File: src/rtl/answer_judge.sv
// answer_judge: player-side judge that fetches factorization questions, checks factor pairs and tracks HP/score.
module answer_judge #(
  parameter int TIME_LIMIT  = 1000,
  parameter int RESULT_HOLD = 4,
  parameter int HP_INIT     = 3
) (
  input  logic        CLK,
  input  logic        RST,
  input  logic        START,
  input  logic        QUE_OK,
  input  logic [23:0] QUESTION,
  input  logic        ENTER,
  input  logic [3:0]  P_IN,
  input  logic [3:0]  Q_IN,
  output logic        QUE,
  output logic [1:0]  JUDG,
  output logic        WRONG,
  output logic [1:0]  HP,
  output logic [7:0]  SCORE,
  output logic        BUSY
);
  typedef enum logic [2:0] {IDLE, REQ, WAIT_Q, ANSWER, CHECK, RESULT, OVER} state_t;
  localparam int TW = $clog2(TIME_LIMIT + 1);
  localparam int HW = $clog2(RESULT_HOLD + 1);
  state_t state, nxt;
  logic [TW-1:0] timer;
  logic [HW-1:0] hold;
  logic signed [7:0] b, c, pe, qe, sum, prod;
  logic [3:0] p, q;
  logic ok, good, timeout, hold_done, enter_res, unused_rsvd;
  assign unused_rsvd = ^QUESTION[7:0];
  assign pe = {{4{p[3]}}, p};
  assign qe = {{4{q[3]}}, q};
  assign sum = pe + qe;
  assign prod = pe * qe;
  assign ok = (sum == b) && (prod == c);
  assign good = (state == CHECK) && ok;
  assign timeout = timer == TW'(TIME_LIMIT - 1);
  assign hold_done = hold == HW'(RESULT_HOLD - 1);
  assign enter_res = (nxt == RESULT) && (state != RESULT);
  assign QUE = state == REQ;
  assign BUSY = (state != IDLE) && (state != OVER);
  always_comb begin
    nxt = state;
    case (state)
      IDLE, OVER: nxt = START ? REQ : state;
      REQ:        nxt = WAIT_Q;
      WAIT_Q:     nxt = QUE_OK ? ANSWER : WAIT_Q;
      ANSWER:     nxt = ENTER ? CHECK : timeout ? RESULT : ANSWER;
      CHECK:      nxt = RESULT;
      RESULT:     nxt = !hold_done ? RESULT : (HP == 2'd0) ? OVER : REQ;
      default:    nxt = IDLE;
    endcase
  end
  always_ff @(posedge CLK) begin
    if (RST) begin
      state <= IDLE;
      timer <= '0;
      hold  <= '0;
      b     <= '0;
      c     <= '0;
      p     <= '0;
      q     <= '0;
      JUDG  <= 2'b00;
      WRONG <= 1'b0;
      HP    <= 2'(HP_INIT);
      SCORE <= '0;
    end else begin
      state <= nxt;
      WRONG <= enter_res && !good;
      if ((state == IDLE || state == OVER) && START) begin
        HP    <= 2'(HP_INIT);
        SCORE <= '0;
        JUDG  <= 2'b00;
      end
      if (state == WAIT_Q && QUE_OK) begin
        {b, c} <= QUESTION[23:8];
        timer  <= '0;
      end
      if (state == ANSWER) timer <= timer + 1'b1;
      if (state == ANSWER && ENTER) begin
        p <= P_IN;
        q <= Q_IN;
      end
      // HP already reflects this verdict by the time RESULT decides OVER vs REQ
      if (enter_res) begin
        JUDG <= good ? 2'b01 : 2'b10;
        hold <= '0;
        if (good) SCORE <= SCORE + 8'(SCORE != 8'hFF);
        else HP <= HP - 2'(HP != 2'd0);
      end
      if (state == RESULT) begin
        hold <= hold + 1'b1;
        if (hold_done) JUDG <= (HP == 2'd0) ? 2'b11 : 2'b00;
      end
    end
  end
endmodule

File: config.mk
export PLATFORM = sky130hd
export DESIGN_NAME = answer_judge
export DESIGN_NICKNAME = d
export VERILOG_FILES = /design/src/rtl/answer_judge.sv
export SDC_FILE = /design/constraint.sdc
export NUM_CORES = 1
export LEC_CHECK = 0
export BUFFER_PORTS_ARGS = -buffer_cell sky130_fd_sc_hd__buf_4
export CAP_MARGIN = 20
export CORE_AREA = 2 2 89 91
export CTS_CLUSTER_SIZE = 40
export DETAILED_ROUTE_END_ITERATION = 8
export DIE_AREA = 0 0 91 93
export HOLD_SLACK_MARGIN = 0.08
export PLACE_DENSITY = 0.75
export SLEW_MARGIN = 20
export SYNTH_ARGS = -nofsm -noshare
export SYNTH_HDL_FRONTEND = slang
export SYNTH_SLANG_ARGS = --single-unit
File: constraint.sdc
create_clock -name CLK -period 10.9 [get_ports CLK]
set_clock_uncertainty 0.15 [all_clocks]
set_input_delay 0.545 -clock CLK [delete_from_list [all_inputs] [get_ports CLK]]
set_output_delay 0.545 -clock CLK [all_outputs]
set_load 0.01 [all_outputs]
==> flow_metrics.py <==
metrics = {
    "clock_tree": {
        "ctsResizeCount": 0,
        "cts_setup_buffers": 0,
        "cts_tree": "done",
        "clk_path_buf_depth": 2,
        "clock_latency_ns": 0.32,
        "cts_sinks": 53,
        "cts_buffers": 5,
        "cts_root_buffer": "clkbuf_8",
        "hold_buffers": 0,
        "clk_pin_slew_ns": 0.10,
        "htree_levels": 2,
    },
    "floorplanning": {
        "die_area_um2": 8460,
        "ios": 52,
        "coreArea_um2": 7530,
        "fp.dieH_um": 93,
        "std_cell_rows": 32,
        "die_w_um": 91,
        "start_util": 0.435,
    },
    "power": {
        "powerDensity_nw_per_um2": 103,
        "leakage_nw": 1.60,
        "ir_drop_mv": 0.0494,
        "p_total_mw": 0.388,
    },
    "synthesis": {
        "synth_seq_cells": 53,
        "synth.top_cell.area_share": 0.324,
        "seq_area_frac_synth": 0.324,
        "netlist_area_um2": 3270,
        "synth_edf_count": 0,
        "synth_top_area_cell": "dfxtp_1",
        "synth_area_per_cell_um2": 8.35,
        "netlist_instances": 392,
        "yosysWarnings": 0,
        "synth_fp_nets": 461,
        "synth_flop_cell": "dfxtp_1",
        "synth_area_leaders": "dfxtp_1, ha_1, nand2_1",
        "ys_types": 51,
        "synth-async-reset-ratio": 0,
    },
    "final_layout": {
        "drive_gt1_frac": 0.166,
        "fin_nets": 496,
        "diodes": 0,
        "fill_cells": 748,
        "area_delta_synth_final_pct": 15.6,
    },
    "sta": {
        "hold_violations": 0,
        "tns_ns": 0,
        "relSlewSlack": 0.354,
        "slew_violations": 0,
        "final_min_period_over_clock_period": 0.476,
        "fmax_ghz": 0.193,
        "holdWs_ns": 0.313,
        "setup_violations": 0,
        "rsz0062_at_grt": "false",
        "tightest_slew_ns": 0.960,
        "finalCriticalPeriod_ns": 5.19,
    },
    "routing": {
        "drt_iter0_markers": 148,
        "wire_per_inst_um": 13.1,
        "wl_mm": 6.93,
        "via_per_inst": 5.28,
        "drc_errors": 0,
        "ant_nets": 0,
        "dr.pass1.iters": 4,
        "vias": 2798,
    },
    "worst_setup_path": {
        "reg2reg_depth": 15,
        "path_delay_family": "adder cells",
        "r2r-start": "q[3]",
        "end_kind": "flop",
        "cp_slowest_cell": "nor4_1",
        "critPathArrivalTime_ns": 5.27,
        "cp_cell_sequence": "nand2b_1 -> fa_1 -> inv_1 -> fa_1 -> inv_1 -> fa_1 -> inv_1 -> ha_1 -> fa_1 -> xor2_1 -> nor4_1 -> o2111ai_1 -> nor4_1 -> a211oi_1 -> a21o_1",
        "crit_top_cell": "fa_1",
        "r2r_slack_ns": 5.71,
        "start_kind": "flop",
        "worstSetupPathType": "flop to flop",
        "crit_required_ns": 10.97,
        "max_stage_delay_ns": 0.76,
        "worst-path-max-fanout": 6,
        "rr_endpoint": "SCORE[2]",
        "path_buf_inv": 3,
    },
    "hold_path": {
        "hold_path_depth": 3,
        "hp-class": "primary input to flop",
        "holdPathEnd": "c[4]",
        "worstHoldStart": "QUESTION[12]",
    },
    "outcome": {
        "status": "complete, no violations",
    },
    "global_route": {
        "grt_pass1_vias": 2688,
        "antenna_found_initial": 0,
        "grt_max_degree": 55,
        "gr-total-overflow": 0,
        "grt_pass1_wl_mm": 11.9,
        "grtUsageTotal": 0.170,
    },
    "place": {
        "routabilityCongestion": 0.864,
        "numPortBuffers": 43,
        "dp_hpwl_mm": 5.28,
    },
    "run": {
        "maxCapViolations": 0,
    },
}
## area by class of cell
| type | count | area [um2] | share of cell area |
|---|---|---|---|
| Multi-Input combinational cell | 301 | 2070 | 0.546 |
| Inverter | 22 | 82.6 | 0.0218 |
| Tap cell | 102 | 128 | 0.0337 |
| Clock inverter | 3 | 50.0 | 0.0132 |
| Clock buffer | 5 | 68.8 | 0.0182 |
| Sequential cell | 53 | 1060 | 0.280 |
| Timing Repair Buffer | 44 | 330 | 0.0872 |
## layout by cell type (no fill, tap or decap), types with 3 or more instances in the layout
cell / synthesis / final
a211oi_1: 3 / 3
a211oi_2: 3 / 3
a21o_1: 9 / 9
a21oi_1: 41 / 41
a31oi_1: 6 / 6
and2_1: 8 / 8
buf_4: 0 / 44
clkbuf_8: 0 / 5
dfxtp_1: 53 / 53
fa_1: 10 / 10
ha_1: 22 / 22
inv_1: 22 / 22
mux2_2: 4 / 4
nand2_1: 69 / 69
nand2b_1: 6 / 6
nand3_1: 15 / 15
nand3b_1: 3 / 3
nand4_1: 8 / 8
nor2_1: 21 / 21
nor2b_1: 5 / 5
nor3_1: 5 / 5
nor4_1: 4 / 4
o21ai_0: 5 / 5
or2_2: 6 / 6
xnor2_1: 8 / 8
xor2_1: 8 / 8
## metrics by stage
stage          area (um2)  instances  setup WS, ns   util
3_5_place_dp         3670        522          5.73  0.487
6_report             3790        530          5.71  0.503
5_1_grt              3790        530          5.42  0.503
3_3_place_gp         3670        522          5.80  0.487
4_1_cts              3790        530          5.66  0.503
2_1_floorplan        3270        392          6.36      -
## report_power, final
part	internal (mW)	total (mW)	leakage, nW	switching [mW]
sequential	0.198	0.204	0.428	0.00625
combinational	0.0200	0.0418	1.11	0.0218
clock	0.0705	0.142	0.0603	0.0719
## state kept, by name, summed over array words and instances (netlist names)
signal	flops
hold	3
p	4
JUDG	2
state	3
c	8
q	4
HP	2
SCORE	8
b	8
timer	10
WRONG	1
## per-layer routing
layer  global-route usage  routed length, um  up-vias
li1                     -                  -     1422
met1                0.203               3040     1327
met2                0.303               3510       37
met3               0.0298                217       12
met4               0.0707                161        0
met5                    0                  0        -
## worst register-to-register path, delay by kind of cell, from the launching register on
kind,cells,cell delay (ns)
fa+ha+maj,5,2.30
simple gates,3,1.23
compound gates,3,0.66
flops,1,0.46
xor+xnor,1,0.16
buf+inv,3,0.15
## cell families (layout without fill, tap and decap cells)
family,Yosys count,in the layout,share of synthesized area
AND/OR/NAND/NOR,167,167,0.255
adder cells (fa/ha/maj),32,32,0.145
buffers and inverters,38,74,0.0470
multiplexers,5,5,0.0168
XOR/XNOR,19,19,0.0638
AO/OA/AOI/OAI,78,78,0.148
flip-flops,53,53,0.324
## cells in the mapped netlist (all sizes together), types with 6 or more instances
library cell   n
nand2         69
a31oi          6
a21o           9
dfxtp         53
nand4          8
nand3         15
inv           22
clkbuf        12
a21oi         43
fa            10
or2            6
xor2           8
and2           8
ha            22
nor2          21
a211oi         6
xnor2          8
nand2b         6
## how the worst max path moves through the flow
stage               slack (ns)  cells after the start  startpoint       end
floorplan                 6.36                     16        p[0]  SCORE[4]
global placement          5.80                     15        q[3]  SCORE[7]
detailed placement        5.73                     15        q[3]  SCORE[2]
CTS                       5.66                     15        q[3]  SCORE[2]
global route              5.42                     15        q[3]  SCORE[7]
finish                    5.71                     15        q[3]  SCORE[2]
(Power assumes the default switching activity.)
